`src/rtl/camera_mode_sequencer_pkg.sv`:
```
// Shared types and constants for the camera/sobel mode-switch sequencer:
// FSM encoding, mode codes, frame sizes and the per-mode SCCB config words.
package camera_mode_sequencer_pkg;

   typedef enum logic [2:0] {
      ST_IDLE   = 3'd0,
      ST_RST    = 3'd1,
      ST_SETTLE = 3'd2,
      ST_CFG    = 3'd3,
      ST_DONE   = 3'd4
   } seq_state_e;

   localparam logic MODE_CAM   = 1'b0;
   localparam logic MODE_SOBEL = 1'b1;

   localparam logic [10:0] H_CAM   = 11'd256;
   localparam logic [10:0] V_CAM   = 11'd208;
   localparam logic [10:0] H_SOBEL = 11'd800;
   localparam logic [10:0] V_SOBEL = 11'd600;

   localparam int unsigned CFG_WORDS = 2;
   localparam int unsigned IDX_W     = 1;
   localparam logic [IDX_W-1:0] LAST_IDX = IDX_W'(CFG_WORDS - 1);

   // Config words are {reg_addr, reg_val}.
   localparam logic [15:0] CFG_CAM_0   = 16'h5A40;
   localparam logic [15:0] CFG_CAM_1   = 16'h5B34;
   localparam logic [15:0] CFG_SOBEL_0 = 16'h5AC8;
   localparam logic [15:0] CFG_SOBEL_1 = 16'h5B96;

   function automatic logic [10:0] frame_h(input logic m);
      return (m == MODE_SOBEL) ? H_SOBEL : H_CAM;
   endfunction

   function automatic logic [10:0] frame_v(input logic m);
      return (m == MODE_SOBEL) ? V_SOBEL : V_CAM;
   endfunction

endpackage

```
`src/rtl/camera_mode_sequencer_cfg_rom.sv`:
```
// Combinational config-word lookup: (mode, word index) -> SCCB word.
module cam_mode_cfg_rom
   import camera_mode_sequencer_pkg::*;
(
   input  logic             i_mode,
   input  logic [IDX_W-1:0] i_idx,
   output logic [15:0]      o_data
);

   always_comb begin
      o_data = 16'h0000;
      case ({i_mode, i_idx})
         {MODE_CAM,   1'b0}: o_data = CFG_CAM_0;
         {MODE_CAM,   1'b1}: o_data = CFG_CAM_1;
         {MODE_SOBEL, 1'b0}: o_data = CFG_SOBEL_0;
         {MODE_SOBEL, 1'b1}: o_data = CFG_SOBEL_1;
         default:            o_data = 16'h0000;
      endcase
   end

endmodule

```
`src/rtl/camera_mode_sequencer.sv`:
```
// Mode-switch sequencer: pulses camera reset, waits for the sensor to settle,
// then streams the new mode's config words to the SCCB master.
module camera_mode_sequencer
   import camera_mode_sequencer_pkg::*;
#(
   parameter logic [15:0] RST_CYC    = 16'd1000,
   parameter logic [15:0] SETTLE_CYC = 16'd20000
)(
   input  logic        clk,
   input  logic        rst_n,
   input  logic        one_flag,
   input  logic        two_flag,
   input  logic        cfg_ack,
   output logic        camera_rstn,
   output logic        cfg_req,
   output logic [15:0] cfg_data,
   output logic        mode,
   output logic        busy,
   output logic [10:0] h_pixel,
   output logic [10:0] v_pixel,
   output seq_state_e  o_dbg_state
);

   // cfg handshake: a word is transferred on the rising edge where cfg_req
   // and cfg_ack are both high; cfg_data is held stable while cfg_req is high,
   // and cfg_ack seen while cfg_req is low has no effect.

   seq_state_e       r_state;
   logic             r_mode;
   logic             r_rstn;
   logic             r_cfg_req;
   logic [15:0]      r_cfg_data;
   logic             r_busy;
   logic [10:0]      r_h;
   logic [10:0]      r_v;
   logic             r_pend_valid;
   logic             r_pend_mode;
   logic [15:0]      r_cnt;
   logic [IDX_W-1:0] r_idx;

   logic        w_req_valid;
   logic        w_req_mode;
   logic        w_pend_valid;
   logic        w_pend_mode;
   logic        w_start;
   logic        w_start_mode;
   logic [16:0] w_cnt_next;
   logic        w_rst_term;
   logic        w_settle_term;
   logic [15:0] w_rom_data;

   // two_flag wins a same-cycle tie.
   assign w_req_valid = one_flag | two_flag;
   assign w_req_mode  = two_flag ? MODE_SOBEL : MODE_CAM;

   // A request landing in the DONE cycle itself overrides the latched one.
   assign w_pend_valid = w_req_valid | r_pend_valid;
   assign w_pend_mode  = w_req_valid ? w_req_mode : r_pend_mode;

   assign w_start = ((r_state == ST_IDLE) && w_req_valid  && (w_req_mode  != r_mode)) ||
                    ((r_state == ST_DONE) && w_pend_valid && (w_pend_mode != r_mode));
   assign w_start_mode = (r_state == ST_DONE) ? w_pend_mode : w_req_mode;

   // Terminal compare in 17 bits so a zero-length parameter cannot underflow.
   assign w_cnt_next    = {1'b0, r_cnt} + 17'd1;
   assign w_rst_term    = (w_cnt_next >= {1'b0, RST_CYC});
   assign w_settle_term = (w_cnt_next >= {1'b0, SETTLE_CYC});

   cam_mode_cfg_rom u_rom (
      .i_mode (r_mode),
      .i_idx  (r_idx),
      .o_data (w_rom_data)
   );

   always_ff @(posedge clk or negedge rst_n) begin
      if (!rst_n) begin
         r_state      <= ST_IDLE;
         r_mode       <= MODE_CAM;
         r_rstn       <= 1'b1;
         r_cfg_req    <= 1'b0;
         r_cfg_data   <= 16'h0000;
         r_busy       <= 1'b0;
         r_h          <= H_CAM;
         r_v          <= V_CAM;
         r_pend_valid <= 1'b0;
         r_pend_mode  <= MODE_CAM;
         r_cnt        <= 16'd0;
         r_idx        <= '0;
      end else if (w_start) begin
         r_state      <= ST_RST;
         r_mode       <= w_start_mode;
         r_h          <= frame_h(w_start_mode);
         r_v          <= frame_v(w_start_mode);
         r_rstn       <= 1'b0;
         r_cfg_req    <= 1'b0;
         r_busy       <= 1'b1;
         r_pend_valid <= 1'b0;
         r_cnt        <= 16'd0;
         r_idx        <= '0;
      end else begin
         if ((r_state != ST_IDLE) && (r_state != ST_DONE) && w_req_valid) begin
            r_pend_valid <= 1'b1;
            r_pend_mode  <= w_req_mode;
         end
         case (r_state)
            ST_RST: begin
               if (w_rst_term) begin
                  r_state <= ST_SETTLE;
                  r_rstn  <= 1'b1;
                  r_cnt   <= 16'd0;
               end else begin
                  r_cnt <= w_cnt_next[15:0];
               end
            end
            ST_SETTLE: begin
               if (w_settle_term) begin
                  r_state    <= ST_CFG;
                  r_cnt      <= 16'd0;
                  r_cfg_req  <= 1'b1;
                  r_cfg_data <= w_rom_data;
               end else begin
                  r_cnt <= w_cnt_next[15:0];
               end
            end
            ST_CFG: begin
               if (r_cfg_req) begin
                  if (cfg_ack) begin
                     r_cfg_req <= 1'b0;
                     if (r_idx == LAST_IDX) begin
                        r_state <= ST_DONE;
                     end else begin
                        r_idx <= r_idx + 1'b1;
                     end
                  end
               end else begin
                  // One-cycle gap after each ack, then present the next word.
                  r_cfg_req  <= 1'b1;
                  r_cfg_data <= w_rom_data;
               end
            end
            ST_DONE: begin
               r_state      <= ST_IDLE;
               r_busy       <= 1'b0;
               r_pend_valid <= 1'b0;
            end
            default: begin
               r_state <= ST_IDLE;
               r_busy  <= 1'b0;
            end
         endcase
      end
   end

   assign camera_rstn = r_rstn;
   assign cfg_req     = r_cfg_req;
   assign cfg_data    = r_cfg_data;
   assign mode        = r_mode;
   assign busy        = r_busy;
   assign h_pixel     = r_h;
   assign v_pixel     = r_v;
   assign o_dbg_state = r_state;

endmodule

```
`config.mk`:
```
export PLATFORM = sky130hd
export DESIGN_NAME = camera_mode_sequencer
export DESIGN_NICKNAME = d
export VERILOG_FILES = /design/src/rtl/camera_mode_sequencer_pkg.sv /design/src/rtl/camera_mode_sequencer_cfg_rom.sv /design/src/rtl/camera_mode_sequencer.sv
export SDC_FILE = /design/constraint.sdc
export NUM_CORES = 1
export LEC_CHECK = 0
export ABC_AREA = 1
export CELL_PAD_IN_SITES_DETAIL_PLACEMENT = 1
export CELL_PAD_IN_SITES_GLOBAL_PLACEMENT = 2
export CORE_MARGIN = 2
export CORE_UTILIZATION = 31
export DETAILED_ROUTE_END_ITERATION = 12
export HOLD_SLACK_MARGIN = 0.06
export PLACE_DENSITY_LB_ADDON = 0.25
export SLEW_MARGIN = 25
export SYNTH_ARGS = -nofsm -noshare
export SYNTH_HDL_FRONTEND = slang
export SYNTH_HIERARCHICAL = 1
export SYNTH_SLANG_ARGS = --single-unit
```
`constraint.sdc`:
```
create_clock -name clk -period 4.5 [get_ports clk]
set_input_delay 0.9 -clock clk [delete_from_list [all_inputs] [get_ports clk]]
set_output_delay 0.9 -clock clk [all_outputs]
set_load 0.02 [all_outputs]
```
==> flow_summary.yaml <==
status:
  status: "complete, no violations"
placement:
  numPortBuffers: 32
  place_ws_ns: 1.400
  dpl-instance-area_mm2: 0.002899
  dp_hpwl_mm: 4.760
  dp.cells: 490
  gp_congestion: 0.7523
floorplan:
  design.core.area_mm2: 0.008217
  start_util_pct: 32.10
  die-area_mm2: 0.009262
  die_h_um: 96.24
  rows: 33
  die_x_um: 96.24
  top_level_ports: 50
cts:
  post-cts-setup-buffer-count: 0
  cts-root-buf: "clkbuf_8"
  cts_sinks: 43
  cts-resized-gates: 0
  cts_hold_buf: 0
  h-tree-depth: 2
  clk_latency_ns: 0.30
  cts_tree: "yes"
  cts.clk_slew.worst_paths_ns: 0.09
  clock_path_buffers: 2
  cts-buffers-inserted: 5
drt:
  wirelength_mm: 6.282
  via_count: 2237
  wire_per_inst_um: 12.61
  drt_iter0_drc: 53
  drtAntennaViolNets: 0
  drt-pass1-iter-count: 4
  via_per_inst: 4.492
  drc: 0
layout:
  drive_gt1_share_pct: 6.616
  synthToLayoutAreaGrowth_pct: 13.43
  num_antenna_cells: 0
  num-fill-cells: 1050
  post-route-util_pct: 36.41
  fin_area_mm2: 0.002992
  nets: 398
  final_cells: 498
timing:
  max_slew_margin_pct: 60.76
  slew_violations: 0
  rsz0062_at_grt: "no"
  max_freq_ghz: 0.3636
  period_share_pct: 61.12
  setup_tns_ns: 0
  whs_ns: 0.4798
  tightestPinTransition_ns: 0.5841
  layout_setup_ws_ns: 1.750
  finalHoldViolCount: 0
  setup_viol: 0
  period_minus_slack_ns: 2.750
  clock_skew_ns: 0.004605
yosys:
  synthXorXnorAreaFrac_pct: 1.328
  ys_seq_elements: 43
  synth_ff_type: "dfrtp_1"
  synth_top_family_by_area: "simple AND/OR/NAND/NOR gates"
  synthesis.area_mm2: 0.002638
  synth_warnings: 6
  synth_top_area_cell: "dfrtp_1"
  synthMuxAreaShare_pct: 0
  synthTopCellsByArea: "dfrtp_1, nand2_1, buf_4"
  synth-edff-count: 0
  synth_top_cell_area_share_pct: 38.90
  syn_area_per_cell_um2: 7.128
  ys_types: 32
  synth-compound-area-share_pct: 3.795
  synthAdderAreaFrac_pct: 0.4744
  synthArstFlopShare_pct: 100.0
  synth.yosys.seq_area_share_pct: 40.89
  netlist_instances: 370
  synth-simple-area-share_pct: 36.48
worst_setup_path:
  crit_path_frequent_cell: "nand2_1"
  worstReg2RegEnd: "r_cnt[5]"
  cpPeakStageDelay_ns: 0.51
  end_kind: "flip-flop"
  r2r_slack_ns: 1.93
  critPathMaxFanout: 14
  arrival_ns: 3.00
  reg2reg_from: "r_cnt[0]"
  critPathLaunchType: "input port"
  required_ns: 4.75
  path_cells: "clkdlybuf4s50_1 -> nor2_1 -> a21oi_1 -> or2_1 -> nand3_1 -> and2_1 -> nand4_2 -> nand2_2 -> nand2_1 -> nand2_1"
  worstSetupPathType: "input port to flip-flop"
  reg2reg_depth: 14
  slowest_stage: "clkdlybuf4s50_1"
grt:
  antenna_found_initial: 0
  grt_overflow: 0
  grt_use_total_pct: 15.22
  grt_pass1_wl_mm: 10.96
  grt_pass1_vias: 2311
  grt_max_degree: 27
min_path:
  min_delay_path_depth: 2
  holdCritStartpoint: "cfg_data[5]"
  hp-class: "flip-flop to flip-flop"
  min_to: "cfg_data[5]"
pwr:
  vdd.ir_drop.worst_mv: 0.1948
  p_leak_nw: 1.545
  power.density_mw_per_mm2: 633.2
  power_mw: 1.894
job:
  cap_violations: 0
==> registers in the layout, indices dropped and copies added (netlist names) <==
name / count
camera_rstn: 1
cfg_req: 1
r_cnt: 16
cfg_data: 16
r_pend_valid: 1
v_pixel: 2
r_idx: 1
o_dbg_state: 3
busy: 1
r_pend_mode: 1
==> synth_stat cells, drive strengths merged (2+ instances only) <==
cell type	n
clkbuf	3
a31oi	2
o21ai	5
dfstp	2
inv	38
dfrtp	41
nor2	35
xor2	4
buf	37
nand4	10
nand3	32
a21oi	5
nand2	139
nor3	4
conb	4
==> worst max path at each step <==
| stage | start | to | slack, ns | cells past startpoint |
|---|---|---|---|---|
| after CTS | two_flag | r_cnt[7] | 1.73 | 10 |
| after detailed placement | two_flag | r_cnt[5] | 1.40 | 10 |
| after global placement | two_flag | r_cnt[11] | 1.54 | 10 |
| after global routing | two_flag | r_cnt[7] | 1.46 | 10 |
| final | two_flag | r_cnt[5] | 1.75 | 10 |
| after floorplan | two_flag | r_cnt[0] | 2.32 | 11 |
==> cell usage in the layout, fill, tap and decap left out, types with 2 or more instances in the layout <==
cell type | Yosys | routed
clkinvlp_4 | 0 | 2
conb_1 | 4 | 25
inv_2 | 2 | 2
xor2_1 | 4 | 4
nand2_1 | 136 | 136
nand4_1 | 9 | 9
a31oi_1 | 2 | 2
a21oi_1 | 5 | 5
dfstp_2 | 2 | 2
nor2_2 | 4 | 4
o21ai_0 | 4 | 4
nand3_1 | 32 | 32
inv_1 | 36 | 36
nor2_1 | 28 | 28
nand2_2 | 3 | 3
clkbuf_8 | 0 | 5
nor2_4 | 3 | 3
dfrtp_1 | 41 | 41
clkdlybuf4s50_1 | 0 | 31
nor3_1 | 4 | 4
==> critical path, delay by kind of cell <==
family | cells | cell delay [ns]
simple gates | 8 | 1.46
buf+inv | 1 | 0.51
compound gates | 1 | 0.12
==> power by group <==
part           switching, mW  internal [mW]  total [mW]
combinational          0.618          0.370       0.987
clock                  0.156          0.111       0.267
sequential             0.119          0.521       0.640
==> routing by layer <==
| metal | track usage [%] | routed length (um) |
|---|---|---|
| met1 | 21.00 | 3109 |
| met2 | 24.65 | 2924 |
| met3 | 2.193 | 182 |
| met4 | 4.524 | 65 |
| met5 | 0 | 0 |
==> layout make-up <==
type | count | area, um^2 | area share (%)
Timing Repair Buffer | 34 | 342.8 | 11.46
Multi-Input combinational cell | 270 | 1204 | 40.23
Clock buffer | 5 | 68.82 | 2.300
Tap cell | 105 | 131.4 | 4.391
Sequential cell | 43 | 1079 | 36.05
Clock inverter | 3 | 23.77 | 0.7946
Inverter | 38 | 142.6 | 4.768
==> cell families after synthesis <==
group           count (synthesis)
other cells                     4
fa+ha+maj                       1
compound gates                 17
buf+inv                        78
flops                          43
xor+xnor                        4
simple gates                  223
Note: power is estimated with default switching activity, not from simulation.
